--- config.mk ---
export PLATFORM = sky130hd
export DESIGN_NAME = seg_scan_ctrl
export DESIGN_NICKNAME = d
export VERILOG_FILES = /design/src/rtl/seg_pkg.sv /design/src/rtl/seg_frame_ram.sv /design/src/rtl/seg_scan_ctrl.sv
export SDC_FILE = /design/constraint.sdc
export NUM_CORES = 1
export LEC_CHECK = 0
export ABC_AREA = 1
export CORE_ASPECT_RATIO = 1.5
export CORE_MARGIN = 1
export CORE_UTILIZATION = 40
export CTS_BUF_LIST = sky130_fd_sc_hd__clkbuf_4
export DETAILED_ROUTE_END_ITERATION = 6
export GPL_ROUTABILITY_DRIVEN = 0
export PLACE_DENSITY = 0.63
export SLEW_MARGIN = 25
export SYNTH_ARGS = -nofsm -noshare
export SYNTH_HDL_FRONTEND = slang
export SYNTH_SLANG_ARGS = --single-unit
export TNS_END_PERCENT = 10
--- constraint.sdc ---
create_clock -name CLK -period 6.8 [get_ports CLK]
set_input_delay 1.02 -clock CLK [delete_from_list [all_inputs] [get_ports CLK]]
set_output_delay 1.02 -clock CLK [all_outputs]
set_load 0.02 [all_outputs]
--- src/rtl/seg_pkg.sv ---
// Shared constants, address field widths and scan FSM states for the
// segment display scan controller.
package seg_pkg;

    localparam int N_LANE = 8;
    localparam int N_COL  = 9;
    localparam int LANE_W = 3;
    localparam int COL_W  = 4;
    localparam int ADDR_W = COL_W + LANE_W;
    localparam int N_CELL = N_LANE * N_COL;

    typedef enum logic [1:0] {
        BLANK_PRE  = 2'd0,
        DRIVE      = 2'd1,
        BLANK_POST = 2'd2
    } scan_state_e;

    // One-hot column enable for a column index
    function automatic logic [N_COL-1:0] col_onehot(input logic [COL_W-1:0] col);
        logic [N_COL-1:0] one;
        one = {{(N_COL-1){1'b0}}, 1'b1};
        return one << col;
    endfunction

endpackage

--- src/rtl/seg_frame_ram.sv ---
// Double-buffered 72x8 frame store. Writes always go to the back buffer,
// the column read port always looks at the front buffer, and a single
// bank-select flop decides which physical buffer is which.
module seg_frame_ram
    import seg_pkg::*;
(
    input  logic                   clk,
    input  logic                   rst,
    input  logic                   we,
    input  logic [COL_W-1:0]       wcol,
    input  logic [LANE_W-1:0]      wlane,
    input  logic [7:0]             wdata,
    input  logic                   swap,
    input  logic [COL_W-1:0]       rcol,
    output logic [N_LANE*8-1:0]    rdata
);

    logic [7:0]        mem0 [N_CELL];
    logic [7:0]        mem1 [N_CELL];
    logic              front_sel;
    logic              wr_ok;
    logic [ADDR_W-1:0] widx;

    // {col, lane} is exactly col*8 + lane, so the address doubles as the index
    assign widx  = {wcol, wlane};
    assign wr_ok = we && (wcol < COL_W'(N_COL));

    // Back-buffer write; uses the pre-swap bank so a write in the swap cycle
    // lands in the buffer that is about to become visible
    always_ff @(posedge clk) begin
        if (wr_ok && front_sel) begin
            mem0[widx] <= wdata;
        end
        if (wr_ok && !front_sel) begin
            mem1[widx] <= wdata;
        end
    end

    // Bank select: buffer 0 is front after reset
    always_ff @(posedge clk or posedge rst) begin
        if (rst) begin
            front_sel <= 1'b0;
        end else if (swap) begin
            front_sel <= ~front_sel;
        end
    end

    // Read all eight lanes of the requested column from the front buffer
    always_comb begin
        rdata = '0;
        for (int l = 0; l < N_LANE; l++) begin
            rdata[l*8 +: 8] = front_sel ? mem1[{rcol, LANE_W'(l)}]
                                        : mem0[{rcol, LANE_W'(l)}];
        end
    end

endmodule

--- src/rtl/seg_scan_ctrl.sv ---
// Time-multiplexed scan controller for the 8-lane x 9-column segment display.
// Prescaler, slot timing, column FSM and frame-boundary swap logic.
//
// state      | meaning
// -----------+-------------------------------------------------------------
// BLANK_PRE  | dead time at slot start, all pins low
// DRIVE      | column enabled, lane bytes of the front buffer on the pins
// BLANK_POST | remainder of the slot after the on-time expired, pins low
module seg_scan_ctrl
    import seg_pkg::*;
#(
    parameter int CLK_DIV    = 1000,
    parameter int SLOT_TICKS = 16,
    parameter int DEAD_TICKS = 2
)(
    input  logic        CLK,
    input  logic        RST,
    input  logic        WE,
    input  logic [6:0]  WADDR,
    input  logic [7:0]  WDATA,
    input  logic [3:0]  BRIGHT,
    input  logic        SWAP_REQ,
    output logic        SWAP_PEND,
    output logic        FRAME,
    output logic [7:0]  SEG_A,
    output logic [7:0]  SEG_B,
    output logic [7:0]  SEG_C,
    output logic [7:0]  SEG_D,
    output logic [7:0]  SEG_E,
    output logic [7:0]  SEG_F,
    output logic [7:0]  SEG_G,
    output logic [7:0]  SEG_H,
    output logic [8:0]  SEG_SEL
);

    localparam int DIV_W  = (CLK_DIV > 1) ? $clog2(CLK_DIV) : 1;
    localparam int TICK_W = $clog2(SLOT_TICKS);
    localparam int ON_MAX = SLOT_TICKS - DEAD_TICKS;

    logic [DIV_W-1:0]        div_q;
    logic [TICK_W-1:0]       tcnt_q;
    logic [TICK_W-1:0]       dcnt_q;
    logic [TICK_W-1:0]       on_q;
    logic [TICK_W-1:0]       on_clamp;
    logic [TICK_W-1:0]       on_eff;
    logic [COL_W-1:0]        col_q;
    scan_state_e             state_q;
    logic [N_COL-1:0]        sel_q;
    logic [N_LANE*8-1:0]     seg_q;
    logic [N_LANE*8-1:0]     col_data;
    logic                    frame_q;
    logic                    pend_q;
    logic                    tick;
    logic                    slot_start;
    logic                    slot_end;
    logic                    boundary;
    logic                    swap;

    assign tick       = (div_q == DIV_W'(CLK_DIV - 1));
    assign slot_start = (tcnt_q == '0) && (div_q == '0);
    assign slot_end   = tick && (tcnt_q == TICK_W'(SLOT_TICKS - 1));
    assign boundary   = slot_end && (col_q == COL_W'(N_COL - 1));
    assign swap       = boundary && pend_q;

    // On-time never exceeds the non-dead part of the slot
    assign on_clamp = (int'(BRIGHT) > ON_MAX) ? TICK_W'(ON_MAX) : TICK_W'(BRIGHT);
    // With CLK_DIV=1 the slot-start cycle can also be the DRIVE decision tick
    assign on_eff   = slot_start ? on_clamp : on_q;

    seg_frame_ram u_ram (
        .clk   (CLK),
        .rst   (RST),
        .we    (WE),
        .wcol  (WADDR[6:3]),
        .wlane (WADDR[2:0]),
        .wdata (WDATA),
        .swap  (swap),
        .rcol  (col_q),
        .rdata (col_data)
    );

    // Prescaler and tick-within-slot counter
    always_ff @(posedge CLK or posedge RST) begin
        if (RST) begin
            div_q  <= '0;
            tcnt_q <= '0;
        end else if (tick) begin
            div_q  <= '0;
            tcnt_q <= slot_end ? '0 : tcnt_q + TICK_W'(1);
        end else begin
            div_q  <= div_q + DIV_W'(1);
        end
    end

    // Brightness latched once per slot so mid-slot changes wait a slot
    always_ff @(posedge CLK or posedge RST) begin
        if (RST) begin
            on_q <= '0;
        end else if (slot_start) begin
            on_q <= on_clamp;
        end
    end

    // Column FSM with registered pin outputs; pins only ever go through zero
    always_ff @(posedge CLK or posedge RST) begin
        if (RST) begin
            state_q <= BLANK_PRE;
            col_q   <= '0;
            dcnt_q  <= '0;
            sel_q   <= '0;
            seg_q   <= '0;
            frame_q <= 1'b0;
        end else begin
            frame_q <= 1'b0;
            if (slot_end) begin
                col_q   <= (col_q == COL_W'(N_COL - 1)) ? '0 : col_q + COL_W'(1);
                frame_q <= (col_q == COL_W'(N_COL - 1));
            end
            if (tick) begin
                case (state_q)
                    BLANK_PRE: begin
                        if (tcnt_q == TICK_W'(DEAD_TICKS - 1)) begin
                            if (on_eff != '0) begin
                                state_q <= DRIVE;
                                dcnt_q  <= on_eff - TICK_W'(1);
                                sel_q   <= col_onehot(col_q);
                                seg_q   <= col_data;
                            end else begin
                                state_q <= BLANK_POST;
                            end
                        end
                    end
                    DRIVE: begin
                        if (slot_end) begin
                            state_q <= BLANK_PRE;
                            sel_q   <= '0;
                            seg_q   <= '0;
                        end else if (dcnt_q == '0) begin
                            state_q <= BLANK_POST;
                            sel_q   <= '0;
                            seg_q   <= '0;
                        end else begin
                            dcnt_q  <= dcnt_q - TICK_W'(1);
                        end
                    end
                    BLANK_POST: begin
                        if (slot_end) begin
                            state_q <= BLANK_PRE;
                        end
                    end
                    default: begin
                        state_q <= BLANK_PRE;
                        sel_q   <= '0;
                        seg_q   <= '0;
                    end
                endcase
            end
        end
    end

    // Swap request: a request landing on the boundary itself waits a frame
    always_ff @(posedge CLK or posedge RST) begin
        if (RST) begin
            pend_q <= 1'b0;
        end else if (swap) begin
            pend_q <= SWAP_REQ;
        end else if (SWAP_REQ) begin
            pend_q <= 1'b1;
        end
    end

    assign SWAP_PEND = pend_q;
    assign FRAME     = frame_q;
    assign SEG_SEL   = sel_q;
    assign SEG_A     = seg_q[7:0];
    assign SEG_B     = seg_q[15:8];
    assign SEG_C     = seg_q[23:16];
    assign SEG_D     = seg_q[31:24];
    assign SEG_E     = seg_q[39:32];
    assign SEG_F     = seg_q[47:40];
    assign SEG_G     = seg_q[55:48];
    assign SEG_H     = seg_q[63:56];

endmodule

==> metrics.cfg <==
[outcome]
status=complete, no violations

[detailed_routing]
routed_wl_mm=135
drtAntennaViolNets=0
num_vias=32700
drt_iter0_drc=2665
avgRoutedWirePerCell_um=22.6
drtPass1Iterations=7
drc=0
via_per_inst=5.49

[power]
power_frac_seq_pct=58.1
total_leakage_power_nw=19.1
power_frac_comb_pct=1.7
p_int_mw=11.4
pwr-share-clk_pct=40.2
ir_worst_vdd_mv=0.123
p_switching_mw=3.12
p_per_area_mw_per_mm2=261
switching_share_pct=21.5

[cts]
clkTransAtPathRegs_ns=0.07
h-tree-depth=5
numCtsBuffers=294
ctsHoldBuffers=0
clk_path_buf_depth=4
clockRootBuffer=clkbuf_4
cts.sinks=1256
post_cts_buffers=0
cts_resized=0
cts_tree=built
clk_latency_ns=1.20

[synthesis]
synth_area_leaders=edfxtp_1 (70%), o21ai_0 (5.3%), dfrtp_1 (5.2%), nor2_1 (5.2%), nand2_1 (3.9%)
synth_most_common_cell=edfxtp_1
syn-cell-area_mm2=0.0497
ys_types=33
ys_warn_count=0
synthArstFlopShare_pct=8.28
ys.flop_type=edfxtp_1
synth_top_area_share_pct=69.6
avgSynthCellArea_um2=12.5
syn_nets=4013
synth-edff-count=1152
synth_common_cells=edfxtp_1 (1152), nor2_1 (685), o21ai_0 (523)
synth_seq_area_share_pct=74.8
netlist_instances=3978
synth-seq-cells=1256
yosysTopAreaCell=edfxtp_1

[timing]
slew_headroom_pct=18.8
grt_setup_unrepaired=no
hold-worst-slack_ns=0.232
min_period_ns=3.64
worst_pin_slew_ns=1.22
fmax_mhz=274
finalSetupViolCount=0
hold_viol=0
worst_clock_skew_ns=0.0683
slew_violations=0
period_share_pct=53.6
setup_tns_ns=0

[cells_and_area]
drive_gt1_share_pct=11.8
fillerInstances=11100
seqCellArea_mm2=0.0372
multi_input_area_mm2=0.0114
finalNetCount=4183
area_growth_pct=12.0

[worst_setup_path]
crit_chain=inv_6, buf_4, o21ai_0, o22ai_1, nand2_1, nand3_1, nand3b_1, nand2_1
start_kind=flop
crit_top_cell=nand2_1
max_stage_delay_ns=0.79
cp_top_family=buffers and inverters
critPathMaxFanout=112
cp_slowest_cell=dfrtp_4
cp.arrival_ns=4.78
crit_required_ns=7.93
cp-end-kind=flop
critPathBufInv=2
worstSetupPathType=flop to flop

[die]
core_area_mm2=0.124
io_pins=98
die_w_um=290
die-area_mm2=0.126
row_count=158
chipHeight_um=434
start_util_pct=40.3

[place]
hpwlAfterDp_mm=76.3
io_buffers=97

[global_route]
grt_use_total_pct=21.2
grt_pass1_wl_mm=199
grt_max_degree=242
antenna_found_initial=10
grt_pass1_vias=33400
grt_overflow=0

[worst_hold_path]
hold_class=primary input to flop

[run]
max_cap_viol_count=0

## cells in the final DEF, fill, tap and decap left out, types with 2 or more instances in the layout
cell type,netlist,routed
a21oi_1,140,140
buf_12,0,11
buf_4,1,31
bufinv_16,0,7
clkbuf_4,0,389
clkdlybuf4s50_1,0,89
clkinv_1,2,72
clkinv_2,0,25
dfrtp_1,104,100
dfrtp_4,0,3
diode_2,0,6
edfxtp_1,1152,1152
ha_1,12,12
inv_1,45,42
inv_2,1,4
inv_6,0,2
nand2_1,522,520
nand2_2,7,9
nand3_1,159,159
nand3_2,2,2
nand3b_1,64,64
nand4_1,3,3
nor2_1,685,681
nor2_2,4,6
nor2_4,2,4
nor3_1,22,8
nor3_2,1,10
nor3_4,0,5
o21ai_0,523,523
o22ai_1,258,258
xnor2_1,2,2
xor2_1,4,4
## metal layers
metal / vias up / GRT usage [%] / routed length, um
li1: 14900 / - / -
met1: 16100 / 23.5 / 50000
met2: 1354 / 38.5 / 70300
met3: 328 / 4.39 / 8720
met4: 10 / 10.8 / 5750
met5: - / 0 / 59
## kinds of logic after synthesis
logic type	Yosys count	synth area share, %
compound gates	924	9.96
flops	1256	74.8
fa+ha+maj	12	0.302
xor+xnor	6	0.106
simple gates	1473	12.2
buf+inv	307	2.61
## layout make-up
type                       count  share of cell area (%)
clock inverter               106                    1.11
inverter                      49                   0.366
timing repair buffer         132                    2.43
sequential                  1256                    66.8
multi-input combinational   2415                    20.4
antenna                        6                  0.0270
clock buffer                 389                    5.24
tap                         1600                    3.59
## power groups by stage
| stage | Combinational (mW) | Sequential, mW | Clock (mW) |
|---|---|---|---|
| global placement | 0.247 | 8.60 | 0 |
| CTS | 0.247 | 8.43 | 5.98 |
| floorplan | 0.0386 | 8.60 | 0 |
| detailed placement | 0.247 | 8.60 | 0 |
| global route | 0.258 | 8.43 | 6.35 |
| finish | 0.243 | 8.43 | 5.84 |
## flip-flops by register name (all words and copies together) (netlist names), 2 cells and up
signal,count
u_ram.mem0,576
state_q,2
dcnt_q,4
on_q,4
u_ram.mem1,576
tcnt_q,4
div_q,10
SEG_SEL,9
seg_q,64
col_q,4
## worst paths after layout
path / start / endpoint / slack, ns / cells after the start
max reg2reg: col_q[1] / seg_q[36] / 3.16 / 8
min in group asynchronous: RST / seg_q[8] / 0.35 / 2
max: col_q[1] / seg_q[36] / 3.16 / 8
min reg2reg: seg_q[61] / seg_q[61] / 0.47 / 2
max in group asynchronous: RST / seg_q[53] / 5.29 / 3
min: WDATA[4] / u_ram.mem0[49][4] / 0.23 / 1
## through the flow
stage               instances  setup WS, ns  power [mW]  utilization, %  area (um^2)
finish                   5953          3.16        14.5            45.1        55700
global route             5953          3.03        15.0            45.1        55700
CTS                      5946          3.28        14.7            45.1        55700
detailed placement       5451          2.33        8.85            42.2        52100
global placement         5451          2.32        8.85            42.2        52100
floorplan                3978          3.05        8.64               -        49700
Power figures use the tool's default switching activity.
